$ cat config.mk
export PLATFORM = sky130hd
export DESIGN_NAME = spi_shift_engine
export DESIGN_NICKNAME = d
export VERILOG_FILES = /design/src/rtl/spi_pkg.sv /design/src/rtl/spi_tick_detect.sv /design/src/rtl/spi_shift_engine.sv
export SDC_FILE = /design/constraint.sdc
export NUM_CORES = 1
export LEC_CHECK = 0
export ABC_AREA = 1
export CELL_PAD_IN_SITES_DETAIL_PLACEMENT = 1
export CELL_PAD_IN_SITES_GLOBAL_PLACEMENT = 1
export CORE_MARGIN = 2
export CORE_UTILIZATION = 36
export DETAILED_ROUTE_END_ITERATION = 8
export PLACE_DENSITY_LB_ADDON = 0.1
export SLEW_MARGIN = 10
export SYNTH_ARGS = -nofsm -noshare
export SYNTH_HDL_FRONTEND = slang
export SYNTH_SLANG_ARGS = --single-unit
$ cat constraint.sdc
create_clock -name clk_i -period 1.47 [get_ports clk_i]
set_input_delay 0.294 -clock clk_i [delete_from_list [all_inputs] [get_ports clk_i]]
set_output_delay 0.294 -clock clk_i [all_outputs]
set_load 0.03 [all_outputs]
$ cat src/rtl/spi_pkg.sv
// Shared definitions for the SPI shift engine: FSM state encoding,
// SPI mode constants ({cpol, cpha}) and the default word width.
package spi_pkg;

    localparam int SPI_DATA_WIDTH_DEFAULT = 8;

    localparam logic [1:0] MODE0 = 2'b00;
    localparam logic [1:0] MODE1 = 2'b01;
    localparam logic [1:0] MODE2 = 2'b10;
    localparam logic [1:0] MODE3 = 2'b11;

    typedef enum logic [2:0] {
        IDLE,
        SETUP,
        SHIFT,
        HOLD,
        DONE
    } spi_state_e;

endpackage

$ cat src/rtl/spi_tick_detect.sv
// Turns the ratio clock divider's toggling output into a one-cycle tick.
// Each toggle marks one SCK half-period. The edge register is held at zero
// while the divider is disabled, so a restarted divider never produces a
// stale tick from a level left over from the previous transfer.
module spi_tick_detect (
    input  logic clk_i,
    input  logic arst_n_i,
    input  logic clear_i,
    input  logic ratio_clk_i,
    output logic tick_o
);

    logic ratio_q;

    // Remember the previous divider level; forced low while cleared.
    always_ff @(posedge clk_i or negedge arst_n_i) begin
        if (!arst_n_i) begin
            ratio_q <= 1'b0;
        end else if (clear_i) begin
            ratio_q <= 1'b0;
        end else begin
            ratio_q <= ratio_clk_i;
        end
    end

    assign tick_o = !clear_i && (ratio_clk_i ^ ratio_q);

endmodule

$ cat src/rtl/spi_shift_engine.sv
// SPI master shift engine for CPOL/CPHA modes 0-3.
// Each tick from the ratio clock divider is one SCK half-period. A word is
// accepted over valid/ready, shifted out MSB first on MOSI while MISO is
// shifted into a receive register, and the received word is presented with
// a one-cycle rx_valid_o pulse.
// Optional build macro SPI_LOOPBACK_EN adds loopback_i, which routes the
// engine's own MOSI back into the receive path (latched at word accept).
module spi_shift_engine
    import spi_pkg::*;
#(
    parameter int DATA_WIDTH = SPI_DATA_WIDTH_DEFAULT,
    parameter int CNT_WIDTH  = $clog2(2*DATA_WIDTH)+1
) (
    input  logic                  clk_i,
    input  logic                  arst_n_i,
    input  logic                  en_i,
    input  logic                  cpol_i,
    input  logic                  cpha_i,
    input  logic                  tx_valid_i,
    output logic                  tx_ready_o,
    input  logic [DATA_WIDTH-1:0] tx_data_i,
    output logic                  rx_valid_o,
    output logic [DATA_WIDTH-1:0] rx_data_o,
    output logic                  busy_o,
    output logic                  ratio_en_o,
    input  logic                  ratio_clk_i,
    output logic                  sck_o,
    output logic                  mosi_o,
    input  logic                  miso_i,
`ifdef SPI_LOOPBACK_EN
    input  logic                  loopback_i,
`endif
    output logic                  ss_n_o
);

    // Half-period count at which all 2*DATA_WIDTH SCK edges have been issued.
    localparam logic [CNT_WIDTH-1:0] LAST_HALF = CNT_WIDTH'(2*DATA_WIDTH);

    spi_state_e            state;
    logic                  ready_q;
    logic                  cpol_q;
    logic                  cpha_q;
    logic                  tick;
    logic                  sample_bit;
    logic [DATA_WIDTH-1:0] tx_sr;
    logic [DATA_WIDTH-1:0] rx_sr;
    logic [CNT_WIDTH-1:0]  half_cnt;
    logic [CNT_WIDTH-1:0]  half_next;

    spi_tick_detect u_tick_detect (
        .clk_i       (clk_i),
        .arst_n_i    (arst_n_i),
        .clear_i     (!ratio_en_o),
        .ratio_clk_i (ratio_clk_i),
        .tick_o      (tick)
    );

    // The front-end may only hand over a word while the engine is enabled.
    assign tx_ready_o = ready_q && en_i;
    assign half_next  = half_cnt + CNT_WIDTH'(1);

`ifdef SPI_LOOPBACK_EN
    logic loop_q;
    assign sample_bit = loop_q ? mosi_o : miso_i;
`else
    assign sample_bit = miso_i;
`endif

    // Transfer sequencer: accept, select, clock out/in all bits, deselect, report.
    always_ff @(posedge clk_i or negedge arst_n_i) begin
        if (!arst_n_i) begin
            state      <= IDLE;
            ready_q    <= 1'b0;
            rx_valid_o <= 1'b0;
            rx_data_o  <= '0;
            busy_o     <= 1'b0;
            ratio_en_o <= 1'b0;
            sck_o      <= 1'b0;
            mosi_o     <= 1'b0;
            ss_n_o     <= 1'b1;
            cpol_q     <= 1'b0;
            cpha_q     <= 1'b0;
            tx_sr      <= '0;
            rx_sr      <= '0;
            half_cnt   <= '0;
`ifdef SPI_LOOPBACK_EN
            loop_q     <= 1'b0;
`endif
        end else begin
            rx_valid_o <= 1'b0;
            if (!en_i) begin
                state      <= IDLE;
                ready_q    <= 1'b1;
                busy_o     <= 1'b0;
                ratio_en_o <= 1'b0;
                sck_o      <= cpol_i;
                mosi_o     <= 1'b0;
                ss_n_o     <= 1'b1;
                half_cnt   <= '0;
            end else begin
                unique case (state)
                    IDLE: begin
                        sck_o   <= cpol_i;
                        ready_q <= 1'b1;
                        if (tx_valid_i && ready_q) begin
                            ready_q    <= 1'b0;
                            tx_sr      <= tx_data_i;
                            rx_sr      <= '0;
                            cpol_q     <= cpol_i;
                            cpha_q     <= cpha_i;
                            half_cnt   <= '0;
                            ss_n_o     <= 1'b0;
                            ratio_en_o <= 1'b1;
                            busy_o     <= 1'b1;
                            mosi_o     <= cpha_i ? 1'b0 : tx_data_i[DATA_WIDTH-1];
`ifdef SPI_LOOPBACK_EN
                            loop_q     <= loopback_i;
`endif
                            state      <= SETUP;
                        end
                    end
                    SETUP: begin
                        if (tick) begin
                            state <= SHIFT;
                        end
                    end
                    SHIFT: begin
                        if (tick) begin
                            half_cnt <= half_next;
                            sck_o    <= ~sck_o;
                            if (half_next[0]) begin
                                if (cpha_q) begin
                                    mosi_o <= tx_sr[DATA_WIDTH-1];
                                    tx_sr  <= {tx_sr[DATA_WIDTH-2:0], 1'b0};
                                end else begin
                                    rx_sr <= {rx_sr[DATA_WIDTH-2:0], sample_bit};
                                end
                            end else begin
                                if (cpha_q) begin
                                    rx_sr <= {rx_sr[DATA_WIDTH-2:0], sample_bit};
                                end else if (half_next != LAST_HALF) begin
                                    mosi_o <= tx_sr[DATA_WIDTH-2];
                                    tx_sr  <= {tx_sr[DATA_WIDTH-2:0], 1'b0};
                                end
                            end
                            if (half_next == LAST_HALF) begin
                                state <= HOLD;
                            end
                        end
                    end
                    HOLD: begin
                        if (tick) begin
                            ss_n_o     <= 1'b1;
                            ratio_en_o <= 1'b0;
                            sck_o      <= cpol_q;
                            state      <= DONE;
                        end
                    end
                    DONE: begin
                        rx_data_o  <= rx_sr;
                        rx_valid_o <= 1'b1;
                        busy_o     <= 1'b0;
                        mosi_o     <= 1'b0;
                        ready_q    <= 1'b1;
                        state      <= IDLE;
                    end
                    default: begin
                        state <= IDLE;
                    end
                endcase
            end
        end
    end

endmodule

# Yosys cells after proc, flatten, opt, wreduce, memory -nomap -nowiden
# Cells that the tools add are included.
# totals
register_bits	42
input_bits	16
out_inout_bits	15
wordCells	112
# op_classes
n_addsub	1
eq_ne	26
muxes	53
bitwise_logic	2
reduce_logical	15
# ops
operator	n
$mux 8	11
$pmux 8 s2	2
$ne 3x3->1 const B	10
$mux 1	23
$mux 3	6
$mux 5	3
$ne 4x4->1 const B	3
$pmux 3 s4	1
$reduce_and 3->1	4
$reduce_and 6->1	2
$pmux 5 s2	1
$ne 3x1->1 const B	3
$ne 4x1->1 const B	2
$pmux 1 s2	4
$reduce_and 7->1	1
$eq 3x2->1 const B	2
$pmux 1 s3	2
$add 5x1->5 const B	1
$eq 5x5->1 const B	1
$ne 5x5->1 const B	1
$reduce_and 5->1	1
$ne 2x2->1 const B	2
$reduce_and 2->1	2
$eq 3x1->1 const B	1
6 further kinds	8

# Logic depth before layout (Yosys ltp)
# Gate-level depths: netlist of run 1.
# logic_depth
depth_word	8
ltp_mapped	11
mapped_depth_nobuf	11

# Modules after synthesis
# From an unflattened synthesis of run 1, not the netlist that was laid out.
# unflattened
hier_cells	285
area_unflattened_um2	2267.2
# by_module_without_submodules
module	instances	cells_per_inst	area_each_um2	seq_area_each_um2
spi_shift_engine	1	277	2214.6	1027.2
spi_tick_detect	1	8	52.6	25.0

# Worst setup path before layout of run 1
# Ideal clock, no wire load.
# synth_timing
path_type	register to register
startpoint	reg state[0]
endpoint	reg rx_sr[1]
setup_ns	0.118
arrival_time_ns	1.382
required_time_ns	1.352
setup_slack_ns	-0.030
stages_incl_launch_ff	9
path_buffers	0
synth_period_minus_slack_ns	1.500
path_cell_list	dfrtp_1 -> nor2_2 -> nand2_2 -> nor3_4 -> nor2_4 -> nor2_8 -> nand2_4 -> nand2_1 -> nand2_1
# synth_between
elab_chain_cells	3
word_cells_on_any_way	9
classes_between	eq/ne: 5; mux: 1; reduce/logical: 3
# synth_lines
item	line_no	rtl
start, declared	spi_shift_engine.sv:39	spi_state_e state;
start signal, assigned	spi_shift_engine.sv:72	state <= IDLE;
start signal, assigned	spi_shift_engine.sv:92	state <= IDLE;
start signal, assigned	spi_shift_engine.sv:119	state <= SETUP;
$eq 3x2->1 or $logic_not 3->1 (tied branches)	spi_shift_engine.sv:101	unique case (state)
$ne 3x3->1 (no line) (tied with other cells)	--	
$reduce_and 6->1 (no line)	--	
end signal, assigned	spi_shift_engine.sv:136	rx_sr <= {rx_sr[DATA_WIDTH-2:0], sample_bit};
end signal, assigned	spi_shift_engine.sv:140	rx_sr <= {rx_sr[DATA_WIDTH-2:0], sample_bit};
end, declared	spi_shift_engine.sv:46	logic [DATA_WIDTH-1:0] rx_sr;
# Several ways; a longest one is shown, not always the timed one.
# A chain may end at the register's enable or synchronous reset.

# Worst setup path in the final report of run 1
# layout_timing
startpoint	reg state[1]
endpoint	reg tx_sr[2]
# layout_between
elab_chain_cells	3
word_cells_on_any_way	10
classes_between	eq/ne: 6; mux: 1; reduce/logical: 3
# layout_lines
item	line_no	rtl
$eq 3x2->1 or $logic_not 3->1 (tied branches)	spi_shift_engine.sv:101	
$ne 3x3->1 (no line) (tied with other cells)	--	
$reduce_and 7->1 (no line)	--	
end signal, assigned	spi_shift_engine.sv:107	tx_sr <= tx_data_i;
end signal, assigned	spi_shift_engine.sv:134	tx_sr <= {tx_sr[DATA_WIDTH-2:0], 1'b0};
end signal, assigned	spi_shift_engine.sv:143	tx_sr <= {tx_sr[DATA_WIDTH-2:0], 1'b0};
end, declared	spi_shift_engine.sv:45	logic [DATA_WIDTH-1:0] tx_sr;
# Several ways; a longest one is shown, not always the timed one.

==> impl_results.md, run 1 <==
- GRT Util Overall: 20.4%
- Synth cell types: 25
- Core Region: 5960 um2
- Startpoint types: flop
- Max Cap Viol: 0
- Top fanout value on the critical path: 4
- Layout fillers: about 730
- CTS Buf Count: 5
- Worst slew pin tran: roughly 0.42 ns
- Final hold vios: 0
- Routed Wire Length: 6670 um
- Worst setup margin: -0.113 ns
- Slew margin rel.: 71.7%
- Post-synth EDFFs: 0
- Setup TNS: -1.96 ns
- Leak Pwr: approximately 1.7 nW
- Synth Area in Simple Gates: 41.4%
- Post-layout net count: approximately 390
- Flop2flop setup slack: -0.11 ns
- Mux share of post-synthesis cell area: 0%
- Drt drc: 0
- DP HPWL: 4400 um
- Share of layout cells above drive strength 1: roughly a third
- RSZ-0062 raised after global routing: true
- Critical path's largest stage delay: 0.44 ns
- Initial antenna violation count: 0
- CP Class: reg -> reg
- Seq. cell area: 1050 um2
- Final min period: 1.58 ns
- WP buf/inv: 2
- Yosys top cell by area: dfrtp_1
- Failing checks: negative setup slack
- Critical path capture point type: flop
- Worst r2r src: state[1]
- Vias in the first global route: 2,240
- # IOs: 31
- Achievable frequency: 0.632 GHz
- P&R area growth vs syn: 51.3%
- Gr ovfl total: 0
- Initial Util: 37.4%
- Worst Hold End: u_tick_detect.ratio_q
- Vias per cell: 4.94
- RR Endpoint: tx_sr[2]
- CTS sink cnt: 42
- Hold_sp: ratio_clk_i
- Post-Syn Nets: 308
- Cells on worst reg2reg path: 9
- Post-synth ARST share: 100%
- Footprint of the multi-input gates: between 1000 and 1500 um2
- Slowest CP cell: dfrtp_1
- Synth Warn #: 0
- Synth Area per Inst: around 7.7 um2
- Status: complete, but fails checks
- Cell Rows: 28
- Adder-Cell Fraction of Synth Area: between 1 and 1.5%
- Synth top area share: 46.1%
- Crit-path cells: buf_6 > nor2_4 > nand2_4 > nor3_4 > nor2_4 > nor2_8 > buf_6 > nand3_1 > nand2_1
- Port Buffers: 30
- Largest family of logic cells by synthesized area: simple AND/OR/NAND/NOR gates
- Family with the most delay on the worst path: simple AND/OR/NAND/NOR gates
- Final Slew Violations: 0
- Seq cells post-synth: 42
- Clk_lat worst skew: 0.29 ns
- Post-synthesis sequential area ratio: between 40% and 50%
- Worst hold-check path type: in -> reg
- CTS H-Tree Depth: 2
- CTS tree: done
- Hold Crit Depth: 3
- Via count: around 2,200
- DRT iter0 DRCs: 59
- XOR/XNOR Fraction of Synth Area: 0%
- Routed len/inst: ~15 um
- Die Footprint: 6820 um2
- Die H: 82.6 um
- Antenna-violating nets left: 0
- Drt pass-1 iters: 4
- Worst endpoint data arrival time: 1.82 ns
- Placer Congestion: 0.870
- Core Util, Final: about 57%
- CTS max path bufs: 2
- Top post-synthesis cells by area: dfrtp_1 46%, nand2_1 22%, nand3_1 4.5%
- CP required: 1.71 ns
- Compound-Gate Fraction of Synth Area: around 5.0%
- Post-route clock period utilization: 108%
- Mapped Area: 2220 um2
- CTS clock-pin slew for the worst setup and hold paths: 0.08 ns
- Maximum VDD drop: 0.830 mV
- Global-route wire length before repair: 10,700 um
- Cells after synthesis: 290
- DIE WIDTH: 82.6 um
- Final worst clock skew: around 0.0091 ns
- Ant. Diodes: 0
- Main synth FF type: dfrtp_1
- # setup viols final: 27
- Largest net degree at the start of global routing: 28
- Power Dens Cells: ~1500 nW/um2
- Root buffer cell: clkbuf_8
-- per-stage QoR --
step           worst slack, ns  power (mW)  std cells  area, um2  hold WS (ns)
3_5_place_dp            -0.394        3.63        429       2900         0.253
3_3_place_gp            -0.357        3.59        429       2900         0.254
6_report                -0.113        5.10        450       3370         0.387
4_1_cts                -0.0729        4.89        445       3240         0.365
5_1_grt                 -0.209        5.44        450       3370         0.413
2_1_floorplan           0.0147        2.77        290       2230      -0.00159
-- cells by family after synthesis --
kind of cell               Yosys count
adders and majority gates            2
buffers and inverters               29
DFF                                 42
AOI/OAI and AO/OA                   19
and+or+nand+nor                    198
-- cells in the final DEF, fill, tap and decap left out, drive strengths merged --
cell	count
o211ai	1
buf	53
dlygate4sd3	1
ha	2
nand4	12
nor3	3
dfstp	1
a21oi	4
o21ai	13
nor2	24
dfrtp	41
clkbuf	6
o21bai	1
clkdlybuf4s50	12
bufinv	1
nand3	20
inv	25
nand2	140
dlygate4sd2	15
-- report_power, final --
group	internal [mW]	switching [mW]	total (mW)	leakage, nW
Combinational	1.05	1.47	2.52	1.13
Sequential	1.42	0.223	1.64	0.558
Clock	0.544	0.396	0.940	0.0573
Total	3.01	2.09	5.10	1.74
-- cells in the mapped netlist (2+ instances only) --
cell,n
nor2_2,2
ha_1,2
nor2_8,2
nand3_1,20
nor3_1,2
inv_2,5
nand2_2,4
nand2_4,3
inv_1,20
dfrtp_1,41
nor2_1,15
o21ai_1,6
nand2_1,132
a21oi_1,3
o21ai_0,7
buf_2,2
nand4_1,12
nor2_4,5
-- worst max-delay path by stage --
stage	start	endpoint	slack (ns)	cells after the start
global placement	ratio_clk_i	half_cnt[3]	-0.36	10
floorplan	state[0]	rx_sr[1]	0.01	8
global route	state[1]	tx_sr[1]	-0.21	9
detailed placement	ratio_clk_i	half_cnt[3]	-0.39	10
finish	state[1]	tx_sr[2]	-0.11	9
CTS	half_cnt[0]	rx_sr[1]	-0.07	9
-- registers in the layout (all words and copies together), names as in the netlist --
signal / count
sck_o: 1
cpha_q: 1
ready_q: 1
rx_sr: 8
state: 3
u_tick_detect.ratio_q: 1
half_cnt: 5
tx_sr: 8
ratio_en_o: 1
rx_valid_o: 1
cpol_q: 1
rx_data_o: 8
busy_o: 1
ss_n_o: 1
mosi_o: 1
-- layout make-up --
| type | count | area share [%] |
|---|---|---|
| clock inverter | 1 | 0.892 |
| inverter | 25 | 2.86 |
| tap | 75 | 2.79 |
| multi-input combinational | 220 | 38.1 |
| sequential | 42 | 31.3 |
| timing repair buffer | 81 | 21.6 |
| clock buffer | 6 | 2.45 |
-- metal layers --
layer	vias up	global-route usage (%)	wire length, um
li1	1086	-	-
met1	1090	26.7	2950
met2	39	34.8	3420
met3	10	3.48	190
met4	0	6.07	103
met5	-	0	0
-- tightest hold or removal path, cell delays in order --
cell	delay, ns
dlygate4sd2_1	0.24
nand2_1	0.07
inv_1	0.05
-- what timing repair did --
action,CTS,global route
gates cloned,1,0
pin swaps,23,11
endpoints found under the setup margin,50,38
endpoints found under the hold margin,14,0
setup buffers,7,5
gates resized for setup,65,24
hold buffers,1,0
Power figures use the tool's default switching activity.
==> inputs of run 2 (changes only) <==
--- a/config.mk
+++ b/config.mk
@@ -9,7 +9,7 @@
 export CELL_PAD_IN_SITES_DETAIL_PLACEMENT = 1
 export CELL_PAD_IN_SITES_GLOBAL_PLACEMENT = 1
 export CORE_MARGIN = 2
-export CORE_UTILIZATION = 36
+export CORE_UTILIZATION = 43
 export DETAILED_ROUTE_END_ITERATION = 8
 export PLACE_DENSITY_LB_ADDON = 0.1
 export SLEW_MARGIN = 10
==> constraint.sdc (replaced) <==
create_clock -name clk_i -period 1.9 [get_ports clk_i]
set_input_delay 0.38 -clock clk_i [delete_from_list [all_inputs] [get_ports clk_i]]
set_output_delay 0.38 -clock clk_i [all_outputs]
set_load 0.03 [all_outputs]
==> impl_results.md, run 2 (synthesis gave the netlist of run 1 again) <==
- Status: finished clean
- Worst hold-check path type: in -> async
- DP HPWL: 3980 um
- CTS tree: done
- Most common cell after layout, fill and taps aside: nand2_1
- CTS clock-pin slew for the worst setup and hold paths: 0.08 ns
- Final Slew Violations: 0
- Clk_lat worst skew: 0.30 ns
- Slew margin rel.: 64.0%
- # IOs: 31
- Post-route clock period utilization: 98.3%
- Int Pwr: 1.96 mW
- Top fanout value on the critical path: 2
- DP Cell Count: 397
- Slowest CP cell: clkdlybuf4s50_1
- Startpoint types: flop
- Final total power: 3.27 mW
- Final hold vios: 0
- Share of layout cells above drive strength 1: 13.5%
- Largest net degree at the start of global routing: 43
- Hold slack final: roughly 0.15 ns
- DRT iter0 DRCs: 98
- Net Sw Power: 1.31 mW
- CP startpoint: ss_n_o
- CTS sink cnt: 42
- Root buffer cell: clkbuf_8
- Drt drc: 0
- Combinational share of power: between 30 and 40%
- Layout Cells excl Fill: 404
- CTS H-Tree Depth: 2
- Core Region: 5040 um2
- Net Sw Frac: 39.9%
- Die Footprint: just under 6000 um2
- Family with the most delay on the worst path: buffers and inverters
- Drt pass-1 iters: 4
- Final min period: 1.87 ns
- Post-CTS Setup Repair Bufs: 0
- Initial antenna violation count: 0
- Setup slack at placement: -0.0932 ns
- Routed len/inst: between 10 and 15 um
- Global-route wire length before repair: between 9000 and 10,000 um
- Critical path capture point type: output port
- Post-layout net count: 352
- Crit-path cells: clkdlybuf4s50_1
- Cell Rows: 26
- # hold bufs at CTS: 0
- Vias per cell: 5.00
- Most frequent cells in the layout: 132 x nand2_1, 40 x dfrtp_1, 28 x clkdlybuf4s50_1, 20 x inv_1, 20 x nand3_1
- Worst setup margin: 0.0327 ns
- Initial Util: 44.1%
- # setup viols final: 0
- Vias in the first global route: 2,152
- CP required: around 1.5 ns
- Power Dens Cells: 1180 nW/um2
- Worst r2r src: half_cnt[0]
- Worst slew pin tran: between 0.5 and 0.6 ns
- Max Cap Viol: 0
- Seq pwr share: between 30% and 40%
- RSZ-0062 raised after global routing: false
- GRT Util Overall: 20.7%
- Die H: 75.9 um
- P&R area growth vs syn: 25.0%
- Leak Pwr: 1.44 nW
- Ant. Diodes: 0
- Placer Congestion: 0.807
- Port Buffers: 30
- Via count: a little over 2,000
- Achievable frequency: between 0.5 and 0.6 GHz
- CTS Buf Count: 5
- Maximum VDD drop: 0.654 mV
- Gr ovfl total: 0
- CTS max path bufs: 2
- Clk pwr share: 22.2%
- Worst endpoint data arrival time: 1.49 ns
- Antenna-violating nets left: 0
- Final worst clock skew: roughly 0.0065 ns
- CP Class: reg -> out
- WP buf/inv: 1
- Critical path's largest stage delay: 0.66 ns
- DIE WIDTH: about 76 um
- Routed Wire Length: 5340 um
- Top Registers: rx_data_o: 8 flops, rx_sr: 8 flops, tx_sr: 8 flops
[run 2: metal layers]
metal / track usage (%) / share of wire (%) / up-vias
li1: - / - / 1010
met1: 25.9 / 46 / 972
met2: 37.1 / 50 / 30
met3: 3.10 / 2.5 / 6
met4: 6.36 / 1.2 / 0
met5: 0 / 0 / -
[run 2: metrics by stage]
stage / TNS, ns / instance area, um2 / utilization (%)
after global placement: -0.0423 / 2670 / 52.9
final: 0 / 2780 / 55.1
after detailed placement: -0.864 / 2670 / 52.9
after global routing: 0 / 2780 / 55.1
after CTS: 0 / 2780 / 55.1
after floorplan: 0 / 2220 / -
[run 2: final cells by class]
cell class	instances	area, um2
fill	634	2260
multi-input combinational	219	1060
sequential	42	1050
timing repair buffer	41	375
inverter	25	93.8
tap	70	87.6
clock buffer	6	82.6
clock inverter	1	30.0
[run 2: final timing paths]
kind                                end  slack, ns  cells past startpoint
min                         half_cnt[4]       0.15                      2
min in group clk_i         rx_data_o[2]       0.47                      2
max reg2reg                    tx_sr[5]       0.20                     11
min reg2reg                rx_data_o[2]       0.47                      2
max                              ss_n_o       0.03                      1
max in group asynchronous   half_cnt[0]       1.35                      2
[run 2: power groups by stage]
stage,Clock [mW],Combinational [mW],Sequential (mW)
2_1_floorplan,0,0.809,1.33
3_3_place_gp,0,1.25,1.27
3_5_place_dp,0,1.30,1.28
4_1_cts,0.748,1.31,1.27
5_1_grt,0.774,1.45,1.29
6_report,0.727,1.28,1.26
[run 2: worst reg2reg max path, delay by kind of cell (launching register included)]
family	cells	cell delay [ns]
adder cells (fa/ha/maj)	1	0.25
AND/OR/NAND/NOR	9	0.84
buffers and inverters	1	0.07
flip-flops	1	0.44
[run 2: what timing repair did]
item / in CTS / in global routing
endpoints found under the hold margin: 0 / 0
setup endpoints to repair: 0 / 3
gates resized for setup: 0 / 1
